==> config.mk <==
export PLATFORM = sky130hd
export DESIGN_NAME = three_input_gate_seq_v
export DESIGN_NICKNAME = d
export VERILOG_FILES = /design/src/rtl/three_input_gate_seq_v.sv
export SDC_FILE = /design/constraint.sdc
export NUM_CORES = 1
export LEC_CHECK = 0
export CAP_MARGIN = 0
export CORE_ASPECT_RATIO = 0.9
export CORE_MARGIN = 3
export CORE_UTILIZATION = 50
export CTS_CLUSTER_DIAMETER = 150
export CTS_CLUSTER_SIZE = 10
export DETAILED_ROUTE_END_ITERATION = 8
export PLACE_DENSITY = 0.77
export SKIP_CTS_REPAIR_TIMING = 1
export SYNTH_ARGS = -nofsm -noshare
export SYNTH_HDL_FRONTEND = slang
export SYNTH_SLANG_ARGS = --single-unit
export TNS_END_PERCENT = 30
==> constraint.sdc <==
create_clock -name i_clk -period 2.92 [get_ports i_clk]
set_input_delay 0.292 -clock i_clk [delete_from_list [all_inputs] [get_ports i_clk]]
set_output_delay 0.292 -clock i_clk [all_outputs]
set_load 0.03 [all_outputs]
==> src/rtl/three_input_gate_seq_v.sv <==
// Self-test sequencer that sweeps all codes and {a,b,c} vectors of the 3-input gate and checks the table.
// Optional first-mismatch capture is enabled with `define FIRST_FAIL_CAPTURE_EN.
module three_input_gate_seq_v #(
    parameter int          SETTLE_CYCLES = 1,
    parameter logic [31:0] GOLDEN        = 32'h69017F96
) (
    input  logic        i_clk,
    input  logic        i_rst_n,
    input  logic        i_start,
    input  logic        i_abort,
    input  logic        i_f,
    output logic        o_a,
    output logic        o_b,
    output logic        o_c,
    output logic [1:0]  o_code,
    output logic        o_busy,
    output logic        o_done,
    output logic        o_pass,
`ifdef FIRST_FAIL_CAPTURE_EN
    output logic        o_fail_vld,
    output logic [1:0]  o_fail_code,
    output logic [2:0]  o_fail_idx,
`endif
    output logic [31:0] o_table
);

    typedef enum logic [1:0] {IDLE, SETTLE, SAMPLE, DONE} state_t;

    localparam logic [3:0] SETTLE_LOAD = 4'(SETTLE_CYCLES);
    localparam state_t     VEC_ENTRY   = (SETTLE_CYCLES > 0) ? SETTLE : SAMPLE;

    state_t     state;
    logic [3:0] settle_cnt;
    logic [1:0] code;
    logic [2:0] idx;
    logic       start_ok;

    // Abort wins over a simultaneous start in IDLE.
    assign start_ok = (state == IDLE) && i_start && !i_abort;

    assign o_code = code;
    assign {o_a, o_b, o_c} = idx;

    always_ff @(posedge i_clk or negedge i_rst_n) begin
        if (!i_rst_n) begin
            state      <= IDLE;
            settle_cnt <= '0;
            code       <= '0;
            idx        <= '0;
            o_busy     <= 1'b0;
            o_done     <= 1'b0;
            o_pass     <= 1'b0;
            o_table    <= '0;
        end else begin
            o_done <= 1'b0;
            if (state != IDLE && i_abort) begin
                state  <= IDLE;
                o_busy <= 1'b0;
                o_pass <= 1'b0;
                code   <= '0;
                idx    <= '0;
            end else begin
                case (state)
                    IDLE: begin
                        if (start_ok) begin
                            o_table    <= '0;
                            o_pass     <= 1'b0;
                            code       <= '0;
                            idx        <= '0;
                            settle_cnt <= SETTLE_LOAD;
                            o_busy     <= 1'b1;
                            state      <= VEC_ENTRY;
                        end
                    end
                    SETTLE: begin
                        if (settle_cnt <= 4'd1) begin
                            state <= SAMPLE;
                        end else begin
                            settle_cnt <= settle_cnt - 4'd1;
                        end
                    end
                    SAMPLE: begin
                        o_table[{code, idx}] <= i_f;
                        if (code == 2'd3 && idx == 3'd7) begin
                            state  <= DONE;
                            o_busy <= 1'b0;
                            code   <= '0;
                            idx    <= '0;
                        end else begin
                            idx <= idx + 3'd1;
                            if (idx == 3'd7) begin
                                code <= code + 2'd1;
                            end
                            settle_cnt <= SETTLE_LOAD;
                            state      <= VEC_ENTRY;
                        end
                    end
                    DONE: begin
                        // The last bit landed on the previous edge, so the table is complete here.
                        o_done <= 1'b1;
                        o_pass <= (o_table == GOLDEN);
                        state  <= IDLE;
                    end
                    default: state <= IDLE;
                endcase
            end
        end
    end

`ifdef FIRST_FAIL_CAPTURE_EN
    always_ff @(posedge i_clk or negedge i_rst_n) begin
        if (!i_rst_n) begin
            o_fail_vld  <= 1'b0;
            o_fail_code <= '0;
            o_fail_idx  <= '0;
        end else if (start_ok) begin
            o_fail_vld  <= 1'b0;
            o_fail_code <= '0;
            o_fail_idx  <= '0;
        end else if (state == SAMPLE && !i_abort && !o_fail_vld
                     && (i_f != GOLDEN[{code, idx}])) begin
            o_fail_vld  <= 1'b1;
            o_fail_code <= code;
            o_fail_idx  <= idx;
        end
    end
`endif

endmodule

# --- Word-level counts from Yosys, hierarchy flattened ---
# Cells that the tools add are included.
word_totals:
  inputBits: 5
  regBits: 46
  wordCells: 79
  out_inout_bits: 40
classes:
  n_eq_ne: 13
  addsub: 3
  n_bitwise: 1
  mux: 32
  magnitude_cmp: 3
  reduce_logical: 19
ops:
  columns: ["op", "n"]
  rows:
  - ["$pmux 32 s2", 1]
  - ["$bwmux 32", 1]
  - ["$eq 32x31->1 const B", 1]
  - ["$mux 32", 1]
  - ["$mux 2", 8]
  - ["$mux 4", 3]
  - ["$pmux 4 s3", 1]
  - ["$mux 3", 3]
  - ["$reduce_and 3->1", 3]
  - ["$reduce_bool 3->1", 3]
  - ["$mux 1", 8]
  - ["$pmux 2 s4", 1]
  - ["$eq 2x2->1 const B", 3]
  - ["$lt 5x6->1 const B", 1]
  - ["$ne 2x2->1 const B", 3]
  - ["$ne 3x3->1 const B", 2]
  - ["$pmux 3 s2", 1]
  - ["$reduce_and 2->1", 3]
  - ["$demux 1 s5", 1]
  - ["$ge 5x1->1 const B", 1]
  - ["$logic_and 1x1->1", 5]
  - ["$reduce_and 5->1", 1]
  - ["$le 4x1->1 const B", 1]
  - ["$ne 4x4->1 const B", 1]
  - ["other kinds (12)", 14]

# --- Depth between registers and ports, before layout ---
# Gate-level depths: netlist of run 1.
logic_depth:
  depth_word: 6
  mapped_depth: 6
  ltp_nobuf: 6

# --- Worst setup path before layout of run 1 ---
# No wires, ideal clock.
synth_path:
  path_kind: "register to register"
  start: "reg idx[0]"
  end: "reg settle_cnt[2]"
  required_ns: 2.854
  arrival_time_ns: 1.731
  setup_slack_ns: 1.123
  stages_incl_launch_ff: 7
  synth_period_minus_slack_ns: 1.797
  cell_sequence: "dfrtp_1 ha_1 ha_1 nand3_1 o211ai_1 or4b_1 nand2_1"
synth_via:
  elab_chain_cells: 4
synth_rtl:
  columns: ["element", "line_no", "rtl"]
  rows:
  - ["start, declared", "35", "logic [2:0] idx;"]
  - ["start signal, assigned", "90", "idx <= idx + 3'd1;"]
  - ["$eq 3x3->1", "84", "if (code == 2'd3 && idx == 3'd7) begin"]
  - ["$logic_and 1x1->1", "84", null]
  - ["$ne 2x2->1 (no line)", null, null]
  - ["$reduce_and 5->1 (no line)", null, null]
  - ["end signal, assigned", "79", "settle_cnt <= settle_cnt - 4'd1;"]
  - ["end, declared", "33", "logic [3:0] settle_cnt;"]
# Every way passes these cells.
# A chain may end at the register's enable or synchronous reset.

# --- Worst setup path after layout of run 1 ---
layout_path:
  start: "reg idx[2]"
  end: "out o_a"
layout_lines:
  columns: ["element", "line_no", "rtl"]
  rows:
  - ["end, declared", "12", "output logic o_a,"]
# No word-level cell between the ends.

==> results of run 1 <==
==> metal layers <==
metal  part of all wire (%)  wire length [um]  global-route usage, %  up-vias
li1                       -                 -                      -      996
met1                     50              3050                   34.2     1024
met2                     44              2690                   33.7       75
met3                    5.3               324                   4.15       10
met4                    1.4                84                   7.25        0
met5                      0                 0                      0        -
==> cells by family (layout without fill, tap and decap cells) <==
group,count (synthesis),after routing,synth area share [%]
simple gates,62,62,16.6
compound gates,114,114,25.5
flops,46,46,47.9
fa+ha+maj,11,11,5.73
buf+inv,23,63,4.17
==> report_power, final <==
part           switching [mW]  internal [mW]  total [mW]
Combinational           0.233          0.131       0.364
Clock                   0.222          0.191       0.412
Sequential             0.0516          0.676       0.728
==> layout make-up <==
| type | count | area (um2) | area share (%) |
|---|---|---|---|
| clock inverters | 2 | 12.5 | 0.423 |
| well taps | 62 | 77.6 | 2.62 |
| clock buffers | 6 | 82.6 | 2.79 |
| repair buffers | 46 | 450 | 15.2 |
| multi-input cells | 187 | 1150 | 38.9 |
| inverters | 9 | 33.8 | 1.14 |
| flip-flops and latches | 46 | 1150 | 38.9 |
==> flip-flops by register name (all words and copies together) (netlist names) <==
signal,cells
o_done,1
o_code,2
o_table,32
settle_cnt,4
o_busy,1
state,2
o_pass,1
idx,3
==> metrics by stage <==
| step | util [%] | power [mW] | instance area, um2 |
|---|---|---|---|
| final | 65.1 | 1.50 | 2960 |
| after floorplan | - | 0.996 | 2400 |
| after global routing | 65.1 | 1.59 | 2960 |
| after global placement | 63.0 | 1.09 | 2860 |
| after CTS | 65.1 | 1.51 | 2960 |
| after detailed placement | 63.0 | 1.10 | 2860 |
==> path summary, 6_finish.rpt <==
kind | from | endpoint | cells after the start
worst max-delay path | idx[2] | o_a | 1
worst min-delay path | i_rst_n | idx[0] | 1
worst max register to register | idx[1] | settle_cnt[3] | 7
worst min register to register | settle_cnt[1] | settle_cnt[1] | 1
max in group asynchronous | i_rst_n | o_table[12] | 1
min in group i_clk | settle_cnt[1] | settle_cnt[1] | 1
==> cell usage after synthesis, types with 4 or more instances <==
master / instances / area share [%]
ha_1: 11 / 5.7
nand2_1: 14 / 2.2
buf_2: 5 / 1.0
clkbuf_1: 7 / 1.1
inv_1: 9 / 1.4
a21oi_1: 33 / 6.9
nor4bb_1: 4 / 1.7
dfrtp_1: 46 / 48
nor2b_1: 6 / 1.6
nand2_4: 4 / 1.9
nor2_1: 7 / 1.1
and2_1: 5 / 1.3
o21ai_0: 69 / 14
nand2b_1: 5 / 1.3
==> cell usage in the layout, fill, tap and decap left out, types with 2 or more instances in the layout <==
cell type / count
o21ai_0: 68
dfrtp_1: 46
clkdlybuf4s50_1: 43
a21oi_1: 33
nand2_1: 14
ha_1: 11
inv_1: 9
nor2_1: 7
nor2b_1: 6
clkbuf_8: 6
nand2b_1: 5
and2_1: 5
nand2_4: 4
nor4bb_1: 4
nand3_1: 3
o211ai_1: 3
a32o_1: 3
nand4_1: 3
o21ai_1: 2
or4b_1: 2
or3_1: 2
nor4_1: 2
buf_4: 2
==> reports/results.ini, run 1 <==
[sta]
tns_ps = 0
timing.final.crit_share_pct = 71.3
clock_skew_ps = 12.2
setup_viol_count_final = 0
slew_violations = 0
rsz0062_at_grt = no
hold_ws_ps = 165
fmax_mhz = 480
tightest_slew_ps = 1040
post-route-min-period_ps = 2080
slew_headroom_pct = 30.6
worst_slack_ps = 838
hold_viol = 0

[drt]
drtAntennaViolNets = 0
dr.pass1.iters = 4
via_per_inst = 5.88
via_count = 2105
routed_wl_mm = 6.14
routedWlPerCell_um = 17.2
route.detailed.drc = 0
drt-initial-drc-count = 189

[placed_design]
place.gp.congestion = 0.810
hpwl_mm = 4.16
port_buffers = 44
place_worst_setup_slack_ps = 881
place_inst = 350

[clock_tree]
cts.sinks = 46
cts_tree = yes
ctsHtreeMaxLevel = 2
clock_path_buffers = 2
cts_buffers = 5
root_buffer = clkbuf_8
clk_latency_ps = 310
cts.clk_slew.worst_paths_ps = 90

[critical_path]
worstPathRequired_ps = 2630
critPathMaxFanout = 19
regToRegSetupSlack_ps = 870
crit_slowest_cell = clkdlybuf4s50_1
crit_type = reg2out
critPathArrivalTime_ps = 1790
crit_chain = clkdlybuf4s50_1
max_stage_delay_ps = 780
cp_top_family = buffers and inverters
cp-start-kind = flop
critPathBufInv = 1
crit_path_end_kind = output pin

[synth]
yosys_warnings = 0
synth_area_mm2 = 0.00240
synth-async-reset-ratio_pct = 100
synth_nets = 272
netlist_instances = 256
synth_ff_type = dfrtp_1
synth-seq-cells = 46
synth-edff-count = 0
synth_area_per_cell_um2 = 9.38
synth.distinct_cells = 33
yosysSeqAreaShare_pct = 47.9

[layout]
fill_cells = 419
final_cell_count_no_fill = 358
synthToLayoutAreaGrowth_pct = 23.2
layout.nets = 311
drive_gt1_share_pct = 6.42
diodes = 0

[power]
ir_drop_uv = 284
p_leak_nw = 1.29
power_density_mw_per_mm2 = 509

[global_routing]
grt_pass1_vias = 2002
antenna_found_initial = 0
overflow = 0
grt_usage_pct = 22.8
grt_first_pass_wirelength_mm = 10.1
grt_max_degree = 47

[die]
dieArea_mm2 = 0.00567
io_pins = 45
rows = 23
core_area_mm2 = 0.00455
die_x_um = 79.0
dieHeight_um = 71.7
start_util_pct = 52.8

[run_status]
outcome = completed

[hold_path]
hold_class = in2async

[job]
max-cap-violations = 0

Power figures use the tool's default switching activity.
==> run 2: changes to the inputs <==
clock period = 2 ns   (was 2.92 ns; I/O delays follow)
==> run 2 against run 1 <==
Against the previous run:
- sequential cell count is the same
- clock skew shrank 7.2 ps
- final area grew 2.7%
- sequential share of layout area shrank 1.0 points
- clock-buffer cell count grew 1
- routed wire length grew 0.60%
- sequential power grew 46%
- core utilization grew 1.8 points
- final cell count grew 2.5%
- hold slack gained 260 ps
==> reports/results.ini, run 2 (synthesis results as in run 1) <==
[die]
rows = 23  ; unchanged
core_area_mm2 = 0.00455  ; unchanged
io_pins = 45  ; unchanged
dieArea_mm2 = 0.00567  ; unchanged
start_util_pct = 52.8  ; unchanged
dieHeight_um = 71.7  ; unchanged
die_x_um = 79.0  ; unchanged

[sta]
tns_ps = 0  ; unchanged
slew_headroom_pct = 61.8  ; +31 points
post-route-min-period_ps = 1850
timing.final.crit_share_pct = 92.6
clock_skew_ps = 4.97  ; -7.20 ps
setup_viol_count_final = 0  ; unchanged
tightest_slew_ps = 572  ; -469 ps
slew_violations = 0  ; unchanged
hold_viol = 0  ; unchanged
fmax_mhz = 540
rsz0062_at_grt = no
hold_ws_ps = 429  ; +264 ps

[clock_tree]
ctsHtreeMaxLevel = 2  ; unchanged
cts.sinks = 46  ; unchanged
clock_path_buffers = 2  ; unchanged
cts.clk_slew.worst_paths_ps = 80  ; about the same
cts_buffers = 5  ; unchanged
clk_latency_ps = 290  ; -20 ps
root_buffer = clkbuf_8
cts_tree = yes

[drt]
via_per_inst = 5.83  ; -0.83%
routedWlPerCell_um = 16.8  ; -1.9%
drt-initial-drc-count = 231  ; +22%
routed_wl_mm = 6.18  ; +0.60%
via_count = 2140  ; +1.7%
route.detailed.drc = 0  ; unchanged
drtAntennaViolNets = 0  ; unchanged
dr.pass1.iters = 4  ; unchanged

[job]
max-cap-violations = 0  ; unchanged

[critical_path]
critPathMaxFanout = 5  ; -14
max_stage_delay_ps = 460  ; -320 ps
worstPathRequired_ps = 2230  ; -400 ps
crit_path_end_kind = flop
r2r_cells = 6  ; -1
cp-startpoint = idx[1]
crit_chain = ha_1 > ha_1 > nand3_1 > o211ai_1 > or4b_1 > nand2_1
rr_startpoint = idx[1]
crit_type = reg2reg
crit_slowest_cell = or4b_1
cp-start-kind = flop
worstReg2RegEnd = settle_cnt[3]
critPathArrivalTime_ps = 2080  ; +290 ps
regToRegSetupSlack_ps = 150  ; -720 ps
path_common_cell = ha_1

[global_routing]
grt_first_pass_wirelength_mm = 10.3  ; +1.4%
grt_usage_pct = 23.0  ; +0.19 points
grt_max_degree = 34  ; -28%
overflow = 0  ; unchanged
antenna_found_initial = 0  ; unchanged
grt_pass1_vias = 2108  ; +5.3%

[power]
finalPower_mw = 2.29  ; +52%
ir_drop_uv = 456  ; +60%
p_leak_nw = 1.34  ; +3.8%
p_comb_share_pct = 24.3  ; about the same
power_density_mw_per_mm2 = 754  ; +48%
power.internal_mw = 1.57  ; +58%
netSwitchingFraction_pct = 31.3  ; -2.3 points
switchingPower_mw = 0.718  ; +42%
pwr-share-clk_pct = 29.4  ; +2.0 points
seqPwrFrac_pct = 46.4  ; -2.0 points

[placed_design]
hpwl_mm = 4.32  ; +3.8%
place.gp.congestion = 0.823  ; +1.6%
place_area_mm2 = 0.00292  ; +2.1%
port_buffers = 44  ; unchanged

[layout]
final_cell_mix = o21ai_0 (68), dfrtp_1 (46), clkdlybuf4s50_1 (43)
reg_top3 = o_table: 32 flops, settle_cnt: 4 flops, idx: 3 flops
seq_area_mm2 = 0.00115  ; unchanged
drive_gt1_share_pct = 8.20  ; +1.8 points
fill_cells = 383  ; -8.6%
final_area_mm2 = 0.00304  ; +2.7%
fin_util_pct = 66.8  ; +1.8 points
diodes = 0  ; unchanged
layout.nets = 320  ; +2.9%
largest_reg_flops = 32  ; unchanged
largest-register = o_table
multi_input_area_mm2 = 0.00115  ; unchanged
final_common_cell = o21ai_0
synthToLayoutAreaGrowth_pct = 26.6

[hold_path]
hold_class = in2async

[run_status]
outcome = completed

==> run 2: area by class of cell <==
type                    instances  area share, %
repair buffers                 55           17.1
flip-flops and latches         46           37.9
clock inverters                 1          0.988
inverters                       9           1.11
clock buffers                   7           2.51
multi-input cells             187           37.8
well taps                      62           2.55
==> run 2: per-layer routing <==
metal / wire [um] / vias up / GRT usage [%]
li1: - / 1013 / -
met1: 2840 / 1026 / 32.8
met2: 2820 / 90 / 35.6
met3: 416 / 11 / 4.02
met4: 104 / 0 / 8.21
met5: 0 / - / 0
==> run 2: worst max-delay path by stage <==
stage,end,cells after the start
after detailed placement,settle_cnt[3],5
final,settle_cnt[3],6
after global routing,settle_cnt[3],6
after floorplan,settle_cnt[2],6
after global placement,settle_cnt[3],5
after CTS,settle_cnt[3],6
==> run 2: metrics by stage <==
stage / worst slack [ps] / cells
2_1_floorplan: 203 / 256
3_3_place_gp: 185 / 358
3_5_place_dp: 144 / 358
4_1_cts: 157 / 366
5_1_grt: 23.2 / 367
6_report: 147 / 367
==> run 2: power by group through the flow <==
stage / sequential, mW / combinational (mW) / clock, mW
final: 1.06 / 0.556 / 0.673
after detailed placement: 1.08 / 0.555 / 0
after CTS: 1.06 / 0.556 / 0.687
after global placement: 1.08 / 0.539 / 0
after global routing: 1.07 / 0.628 / 0.729
after floorplan: 1.09 / 0.362 / 0
==> run 2: worst max-delay path: cells and delay by family, from the launching register on <==
kind | cells | cell delay [ps]
compound gates | 1 | 200
fa+ha+maj | 2 | 470
flops | 1 | 430
simple gates | 3 | 680
